[src/rtl/decimal_pkg.sv]
// Shared types and constants for the ASCII decimal parser.
// Byte classification helpers live here so the bench and units agree on them.
package decimal_pkg;

   typedef enum logic [1:0] {
      IDLE  = 2'd0,
      ACCUM = 2'd1,
      SKIP  = 2'd2
   } state_t;

   localparam logic [7:0] ASCII_ZERO = 8'h30;
   localparam logic [7:0] ASCII_NINE = 8'h39;
   localparam logic [7:0] ASCII_CR   = 8'h0D;

   function automatic logic is_digit(input logic [7:0] b);
      return (b >= ASCII_ZERO) && (b <= ASCII_NINE);
   endfunction

endpackage

[src/rtl/decimal_parser_mul10_add.sv]
// Combinational acc*10 + d, widened by four bits so overflow is visible.
// Shift-add form keeps the datapath free of a generic multiplier.
module mul10_add #(
   parameter int DATA_W = 16
) (
   input  logic [DATA_W-1:0] acc,
   input  logic [3:0]        d,
   output logic [DATA_W+3:0] nxt
);

   logic [DATA_W+3:0] acc_wide_s;

   // Compute 8*acc + 2*acc + d in the widened domain
   always_comb begin
      acc_wide_s = {4'd0, acc};
      nxt        = (acc_wide_s << 3) + (acc_wide_s << 1) + {{DATA_W{1'b0}}, d};
   end

endmodule

[src/rtl/decimal_parser.sv]
// Accumulates an ASCII decimal number byte by byte and commits it on a
// terminator; malformed or oversized numbers are skipped and reported.
module decimal_parser
   import decimal_pkg::*;
#(
   parameter int          DATA_W     = 16,
   parameter int          MAX_DIGITS = 5,
   parameter logic [7:0]  TERM_CHAR  = ASCII_CR
) (
   input  logic              clk,
   input  logic              reset,
   input  logic [7:0]        rx_data,
   input  logic              rx_valid,
   output logic [DATA_W-1:0] value,
   output logic              value_valid,
   output logic              err_ovf,
   output logic              err_char,
   output logic [2:0]        digit_cnt,
   output logic              busy
);

   state_t            state_q, state_d;
   logic [DATA_W-1:0] acc_q, acc_d;
   logic [2:0]        cnt_q, cnt_d;
   logic              ovf_flag_q, ovf_flag_d;
   logic              chr_flag_q, chr_flag_d;
   logic [DATA_W-1:0] value_q, value_d;
   logic              value_valid_q, value_valid_d;
   logic              err_ovf_q, err_ovf_d;
   logic              err_char_q, err_char_d;
   logic              busy_q, busy_d;

   logic              is_term_s;
   logic              is_digit_s;
   logic [3:0]        digit_s;
   logic [DATA_W+3:0] nxt_s;
   logic              too_big_s;
   logic              cnt_full_s;

   // The low nibble of '0'..'9' is the digit value itself
   assign digit_s    = rx_data[3:0];
   assign is_term_s  = (rx_data == TERM_CHAR);
   assign is_digit_s = is_digit(rx_data) && !is_term_s;
   assign too_big_s  = (nxt_s[DATA_W+3:DATA_W] != 4'd0);
   assign cnt_full_s = (cnt_q == 3'(MAX_DIGITS));

   mul10_add #(.DATA_W(DATA_W)) u_mul10_add (
      .acc (acc_q),
      .d   (digit_s),
      .nxt (nxt_s)
   );

   // Next-state, accumulator and output pulse logic
   always_comb begin
      state_d       = state_q;
      acc_d         = acc_q;
      cnt_d         = cnt_q;
      ovf_flag_d    = ovf_flag_q;
      chr_flag_d    = chr_flag_q;
      value_d       = value_q;
      value_valid_d = 1'b0;
      err_ovf_d     = 1'b0;
      err_char_d    = 1'b0;

      if (rx_valid) begin
         case (state_q)
            IDLE: begin
               if (is_term_s) begin
                  state_d = IDLE;
               end else if (is_digit_s) begin
                  acc_d   = {{(DATA_W-4){1'b0}}, digit_s};
                  cnt_d   = 3'd1;
                  state_d = ACCUM;
               end else begin
                  chr_flag_d = 1'b1;
                  state_d    = SKIP;
               end
            end
            ACCUM: begin
               if (is_term_s) begin
                  value_d       = acc_q;
                  value_valid_d = 1'b1;
                  acc_d         = {DATA_W{1'b0}};
                  cnt_d         = 3'd0;
                  state_d       = IDLE;
               end else if (is_digit_s) begin
                  if (cnt_full_s || too_big_s) begin
                     ovf_flag_d = 1'b1;
                     state_d    = SKIP;
                  end else begin
                     acc_d = nxt_s[DATA_W-1:0];
                     cnt_d = cnt_q + 3'd1;
                  end
               end else begin
                  chr_flag_d = 1'b1;
                  state_d    = SKIP;
               end
            end
            SKIP: begin
               if (is_term_s) begin
                  err_ovf_d  = ovf_flag_q;
                  err_char_d = chr_flag_q;
                  ovf_flag_d = 1'b0;
                  chr_flag_d = 1'b0;
                  acc_d      = {DATA_W{1'b0}};
                  cnt_d      = 3'd0;
                  state_d    = IDLE;
               end else if (is_digit_s) begin
                  state_d = SKIP;
               end else begin
                  chr_flag_d = 1'b1;
                  state_d    = SKIP;
               end
            end
            default: begin
               ovf_flag_d = 1'b0;
               chr_flag_d = 1'b0;
               acc_d      = {DATA_W{1'b0}};
               cnt_d      = 3'd0;
               state_d    = IDLE;
            end
         endcase
      end else begin
         state_d = state_q;
      end

      busy_d = (state_d != IDLE);
   end

   // State, accumulator and registered outputs
   always_ff @(posedge clk or posedge reset) begin
      if (reset) begin
         state_q       <= IDLE;
         acc_q         <= {DATA_W{1'b0}};
         cnt_q         <= 3'd0;
         ovf_flag_q    <= 1'b0;
         chr_flag_q    <= 1'b0;
         value_q       <= {DATA_W{1'b0}};
         value_valid_q <= 1'b0;
         err_ovf_q     <= 1'b0;
         err_char_q    <= 1'b0;
         busy_q        <= 1'b0;
      end else begin
         state_q       <= state_d;
         acc_q         <= acc_d;
         cnt_q         <= cnt_d;
         ovf_flag_q    <= ovf_flag_d;
         chr_flag_q    <= chr_flag_d;
         value_q       <= value_d;
         value_valid_q <= value_valid_d;
         err_ovf_q     <= err_ovf_d;
         err_char_q    <= err_char_d;
         busy_q        <= busy_d;
      end
   end

   assign value       = value_q;
   assign value_valid = value_valid_q;
   assign err_ovf     = err_ovf_q;
   assign err_char    = err_char_q;
   assign digit_cnt   = cnt_q;
   assign busy        = busy_q;

endmodule
[config.mk]
export PLATFORM = sky130hd
export DESIGN_NAME = decimal_parser
export DESIGN_NICKNAME = d
export VERILOG_FILES = /design/src/rtl/decimal_pkg.sv /design/src/rtl/decimal_parser_mul10_add.sv /design/src/rtl/decimal_parser.sv
export SDC_FILE = /design/constraint.sdc
export NUM_CORES = 1
export LEC_CHECK = 0
export ABC_AREA = 1
export CORE_UTILIZATION = 58
export DETAILED_ROUTE_END_ITERATION = 10
export PLACE_DENSITY = 0.82
export SKIP_CTS_REPAIR_TIMING = 1
export SLEW_MARGIN = 20
export SYNTH_ARGS = -nofsm -noshare
export SYNTH_HDL_FRONTEND = slang
export SYNTH_SLANG_ARGS = --single-unit
[constraint.sdc]
create_clock -name clk -period 3 [get_ports clk]
set_input_delay 0.45 -clock clk [delete_from_list [all_inputs] [get_ports clk]]
set_output_delay 0.45 -clock clk [all_outputs]
set_load 0.1 [all_outputs]
# Yosys cells after proc, flatten, opt, wreduce, memory -nomap -nowiden
# Cells that the tools add are included.
[word_totals] mem_count=0 latchBits=0 rom_bits=0 register_bits=43 ram_bits=0 out_inout_bits=23 in_bits=11
[op_classes] n_reduce_logical=12 shift=0 bitwise=1 n_eq_ne=13 n_addsub=3 magnitude_cmp=2 mul=0 n_div=0 n_mux=40
[op_table] operator="$mux W16" count=6
[op_table] operator="$pmux W16 S3" count=1
[op_table] operator="$add A19 B17 Y20" count=1
[op_table] operator="$add A20 B4 Y20" count=1
[op_table] operator="$mux W3" count=6
[op_table] operator="$mux W1" count=16
[op_table] operator="$mux W2" count=7
[op_table] operator="$ne A2 B2 Y1 const B" count=7
[op_table] operator="$reduce_and A6 Y1" count=2
[op_table] operator="$pmux W3 S3" count=1
[op_table] operator="$eq A8 B4 Y1 const B" count=1
[op_table] operator="$ge A8 B6 Y1 const B" count=1
[op_table] operator="$le A8 B6 Y1 const B" count=1
[op_table] operator="$ne A3 B3 Y1 const B" count=2
[op_table] operator="$pmux W2 S3" count=1
[op_table] operator="$reduce_bool A4 Y1" count=1
[op_table] operator="$add A3 B1 Y3 const B" count=1
[op_table] operator="$eq A3 B3 Y1 const B" count=1
[op_table] operator="$pmux W1 S3" count=1
[op_table] operator="$reduce_and A3 Y1" count=1
[op_table] operator="$eq A2 B1 Y1 const B" count=1
[op_table] operator="$eq A2 B2 Y1 const B" count=1
[op_table] operator="$logic_and A1 B1 Y1" count=2
[op_table] operator="$logic_not A2 Y1" count=1
[op_table] operator="other kinds (7)" count=7

# Longest topological paths before layout
[depth] ltp_word=10 ltp_mapped=20 mapped_depth_nobuf=20

# Modules after synthesis
# From an unflattened synthesis, not the netlist that was laid out.
[hier_totals] hier_cells=515 area_unflattened_um2=3588.4
[by_module_without_submodules] module="decimal_parser" seq_area_each_um2=1076.0 cells_each=288 area_per_inst_um2=2333.5 n_inst=1
[by_module_without_submodules] module="mul10_add" seq_area_each_um2=0.0 cells_each=227 area_per_inst_um2=1255.0 n_inst=1

# Worst setup path before layout
# Ideal clock, no wire load.
[synth_timing] path_type="input-to-reg" from="input rx_data[3]" to="register cnt_q[0] (netlist: digit_cnt[0])" t_arrival_ns=2.641 n_path_buf=2 path_stages=19 setup_slack_ns=0.234 cell_sequence="inv_2 fa_1 fa_1 inv_1 nand2_1 nand2_1 nand3_1 nand2_2 nand2_2 nand2_1 nand2_1 nand2_2 nand2_2 o21ai_2 nand3_2 buf_6 buf_6 nand2_1 o21ai_1"
[synth_via] elab_chain_cells=5 elab_cells_between_ends=17 cone_classes="add/sub: 1; order compare: 2; eq/ne: 6; mux: 2; reduce/logical: 6"
[synth_rtl] item="from (decl)" line="decimal_parser.sv:12" source="input logic [7:0] rx_data,"
[synth_rtl] item="$add A20 B4 Y20, or another cell as far along" line="decimal_parser_mul10_add.sv:16" source="nxt = (acc_wide_s << 3) + (acc_wide_s << 1) + {{DATA_W{1'b0}}, d};"
[synth_rtl] item="$reduce_bool A4 Y1, or another cell as far along" line="decimal_parser.sv:44" source="assign too_big_s = (nxt_s[DATA_W+3:DATA_W] != 4'd0);"
[synth_rtl] item="$logic_or A1 B1 Y1 or $logic_and A1 B1 Y1 (tied branches)" line="decimal_parser.sv:87, decimal_parser.sv:43"
[synth_rtl] item="$ne A3 B3 Y1 (no line) or $ne A2 B2 Y1 (tied branches)"
[synth_rtl] item="$reduce_and A6 Y1 (no line)"
[synth_rtl] item="to (signal assigned)" line="decimal_parser.sv:146" source="cnt_q <= cnt_d;"
[synth_rtl] item="to (decl)" line="decimal_parser.sv:24" source="logic [2:0] cnt_q, cnt_d;"
# Parallel ways exist; a longest one is shown, timed or not.
# A chain may end at the register's enable or synchronous reset.

# Worst setup path in the final report
[layout_timing] from="register acc_q[0]" to="register acc_q[1]"
[layout_via] elab_chain_cells=6 elab_cells_between_ends=10 cone_classes="add/sub: 2; eq/ne: 1; mux: 4; reduce/logical: 3"
[layout_rtl] item="from (decl)" line="decimal_parser.sv:23" source="logic [DATA_W-1:0] acc_q, acc_d;"
[layout_rtl] item="from (signal assigned)" line="decimal_parser.sv:134" source="acc_q <= {DATA_W{1'b0}};"
[layout_rtl] item="$add A19 B17 Y20 *" line="decimal_parser_mul10_add.sv:16"
[layout_rtl] item="$add A20 B4 Y20 *" line="decimal_parser_mul10_add.sv:16"
[layout_rtl] item="$reduce_bool A4 Y1 or $mux W16 (tied branches)" line="decimal_parser.sv:44, decimal_parser.sv:87"
[layout_rtl] item="$logic_or A1 B1 Y1 or $mux W16 (tied branches)" line="decimal_parser.sv:87, decimal_parser.sv:86"
[layout_rtl] item="$ne A3 B3 Y1 (no line) or $mux W16 (tied branches)"
[layout_rtl] item="$reduce_and A6 Y1 (no line) or $pmux W16 S3 (tied branches)"
# Mark *: on every way between the ends. The rest lies on a longest branch, timed or not. The select of a mux whose other input is x is not followed.

==> impl_summary.log <==
INFO  metric outcome = finished, final reports clean
INFO  metric dp_hpwl = 5530 um
INFO  metric final_net_count = 551
INFO  metric area_of_the_placeable_core = 5270 um2
INFO  metric pin_count = 34
INFO  metric fin_crit = 2.93 ns
INFO  metric viasPerCell = 5.37
INFO  metric initial_antenna_violation_count = 0
INFO  metric critical_path_peak_fanout = 8
INFO  metric static-leakage-power = 2.26 nW
INFO  metric crit_path_end_kind = flip-flop
INFO  metric dieWidth = 76.9 um
INFO  metric first_iter_violations = 184
INFO  metric hold_class = flip-flop to flip-flop
INFO  metric report.final.slew_viol_count = 0
INFO  metric netlist_top_cells_count = 149 x sky130_fd_sc_hd__nand2_1, 59 x sky130_fd_sc_hd__inv_1, 43 x sky130_fd_sc_hd__dfrtp_1
INFO  metric finalHoldViolCount = 0
INFO  metric synthTopCellsByArea = sky130_fd_sc_hd__dfrtp_1 33%, sky130_fd_sc_hd__nand2_1 17%, sky130_fd_sc_hd__ha_1 13%, sky130_fd_sc_hd__inv_1 6.8%, sky130_fd_sc_hd__nor2_1 4.2%
INFO  metric cp.required = 3.19 ns
INFO  metric largest_net_degree_at_the_start_of_global_routing = 44
INFO  metric async_flop_share = 1.00
INFO  metric setup.worst_path.start = acc_q[0]
INFO  metric maximum_operating_frequency = 0.341 GHz
INFO  metric logic_depth_of_the_worst_register_to_register_path = 18
INFO  metric drcViolationCount = 0
INFO  metric ys_dominant_reg_cell = sky130_fd_sc_hd__dfrtp_1
INFO  metric distinct_cells_synth = 35
INFO  metric arrival = 3.12 ns
INFO  metric worstSkewPairLatency = 0.30 ns
INFO  metric drt_pass1_iterations = 4
INFO  metric ir_drop_worst_vdd = 364 uV
INFO  metric min-delay-start = value[9]
INFO  metric tritoncts = built
INFO  metric rr_endpoint = acc_q[1]
INFO  metric drt.antenna.violating_nets = 0
INFO  metric period_share = 0.978
INFO  metric fp.dieH = 76.9 um
INFO  metric detail_route.wirelength = 7950 um
INFO  metric final_layout_size_suffix_gt1_frac = 0.206
INFO  metric ys.warnings.count = 0
INFO  metric drv_cap = 0
INFO  metric setup.worst_path.start_class = flip-flop
INFO  metric finalPower = 1.67 mW
INFO  metric worst-setup-path-type = flip-flop to flip-flop
INFO  metric r2r_slack = 0.07 ns
INFO  metric placementRows = 26
INFO  metric portBuffers = 33
INFO  metric synth.most_common_cell = sky130_fd_sc_hd__nand2_1
INFO  metric finalInstanceArea = 3940 um2
INFO  metric syn-instance-count = 453
INFO  metric fp.dieArea = 5910 um2
INFO  metric postPlaceCellArea = 3680 um2
INFO  metric n_fill_cell = 427
INFO  metric synth-edff-count = 0
INFO  metric grt_pass1_wl = 12400 um
INFO  metric netlist_area = 3250 um2
INFO  metric regArea = 1080 um2
INFO  metric tritoncts_buffer_count = 5
INFO  metric hold_ws = 0.474 ns
INFO  metric worstReg2RegStart = acc_q[0]
INFO  metric netlist.area_leader.share = 0.331
INFO  metric multi_input_area = 1920 um2
INFO  metric syn-num-nets = 499
INFO  metric cell_type_with_the_highest_aggregate_area_in_the_netlist = sky130_fd_sc_hd__dfrtp_1
INFO  metric synth.avg_cell_area = 7.18 um2
INFO  metric h-tree-depth = 2
INFO  metric cts.reportedPaths.clkPinSlew = 0.08 ns
INFO  metric power_density = 423 nW/um2
INFO  metric vias_in_the_first_global_route = 2901
INFO  metric worst_slew_margin_rel = 0.496
INFO  metric crit_end = acc_q[1]
INFO  metric insertedDiodeCount = 0
INFO  metric tightest_slew = 0.755 ns
INFO  metric finalClockSkew = 0.0129 ns
INFO  metric routedWlPerCell = 13.8 um
INFO  metric ys_ff_latch = 43
INFO  metric cts_root_buf = sky130_fd_sc_hd__clkbuf_8
INFO  metric cts.sinks = 43
INFO  metric setup_violations = 0
INFO  metric starting_density_of_the_core = 0.618
INFO  metric clk_path_buf_depth = 2
INFO  metric routabilityCongestion = 0.958
INFO  metric synth.yosys.seq_area_share = 0.331
INFO  metric layout_stage_area_growth_over_the_synthesis_result = 21.2%
INFO  metric postLayoutSetupSlackWorst = 0.0672 ns
INFO  metric dp_slack = -0.347 ns
INFO  metric count_of_vias_placed_by_the_detailed_router = 3094
INFO  metric overflow = 0
INFO  metric track_usage = 0.264
power by group:
part	internal, mW	total (mW)	switching [mW]
clock	0.210	0.410	0.200
combinational	0.242	0.615	0.374
sequential	0.609	0.644	0.0352
total	1.06	1.67	0.608
critical path, cell delays in order (launching register included):
cell and delay, ns:
sky130_fd_sc_hd__dfrtp_1 0.41, sky130_fd_sc_hd__inv_2 0.07, sky130_fd_sc_hd__fa_2 0.59, sky130_fd_sc_hd__inv_1 0.07, sky130_fd_sc_hd__ha_4 0.27, sky130_fd_sc_hd__nand2_1 0.05
sky130_fd_sc_hd__nand2_2 0.08, sky130_fd_sc_hd__nand3_2 0.09, sky130_fd_sc_hd__nand2_2 0.09, sky130_fd_sc_hd__nand2_2 0.07, sky130_fd_sc_hd__nand2_1 0.07, sky130_fd_sc_hd__nand2_1 0.05
sky130_fd_sc_hd__nand2_1 0.08, sky130_fd_sc_hd__nand2_2 0.07, sky130_fd_sc_hd__o21ai_2 0.19, sky130_fd_sc_hd__nand3_4 0.21, sky130_fd_sc_hd__buf_12 0.21, sky130_fd_sc_hd__nor2_2 0.11
sky130_fd_sc_hd__a21oi_2 0.04
cells by family after synthesis:
| kind of cell | after synthesis | synth area share |
|---|---|---|
| xor+xnor | 8 | 0.0215 |
| compound gates | 61 | 0.112 |
| buf+inv | 73 | 0.0946 |
| simple gates | 233 | 0.302 |
| flops | 43 | 0.331 |
| fa+ha+maj | 35 | 0.139 |
cell type report:
cell class,count,share of cell area
multi-input cells,337,0.487
flip-flops and latches,43,0.273
repair buffers,54,0.132
inverters,64,0.0609
clock buffers,8,0.0254
well taps,70,0.0222
cell usage in the layout (no fill, tap or decap), drive strengths merged, types with 11 or more instances in the layout:
cell type,count
ha,33
clkbuf,11
nand2,161
o21ai,30
dfrtp,43
nor2,37
buf,41
a21oi,24
inv,63
nand3,20
layer usage:
metal  wire, um  track usage  vias up
li1           -            -     1535
met1       3450        0.328     1421
met2       3900        0.459      114
met3        394       0.0369       24
met4        210        0.102        0
met5          0            0        -
flip-flops by register name, summed over array words and instances (netlist names), 2 cells and up:
register   flops
acc_q         16
digit_cnt      3
state_q        2
value         16
worst min-delay path by stage:
| stage | to | depth (start not counted) |
|---|---|---|
| 2_1_floorplan | chr_flag_q | 2 |
| 3_3_place_gp | value[4] | 2 |
| 3_5_place_dp | value[7] | 2 |
| 4_1_cts | value[7] | 2 |
| 5_1_grt | value[11] | 2 |
| 6_report | value[9] | 2 |
stage by stage:
stage | utilization | std cells | TNS (ns)
finish | 0.748 | 576 | 0
global placement | 0.699 | 562 | -5.27
floorplan | - | 453 | 0
global route | 0.748 | 576 | -0.184
detailed placement | 0.699 | 562 | -6.57
CTS | 0.718 | 570 | -0.802
(Power assumes the default switching activity.)
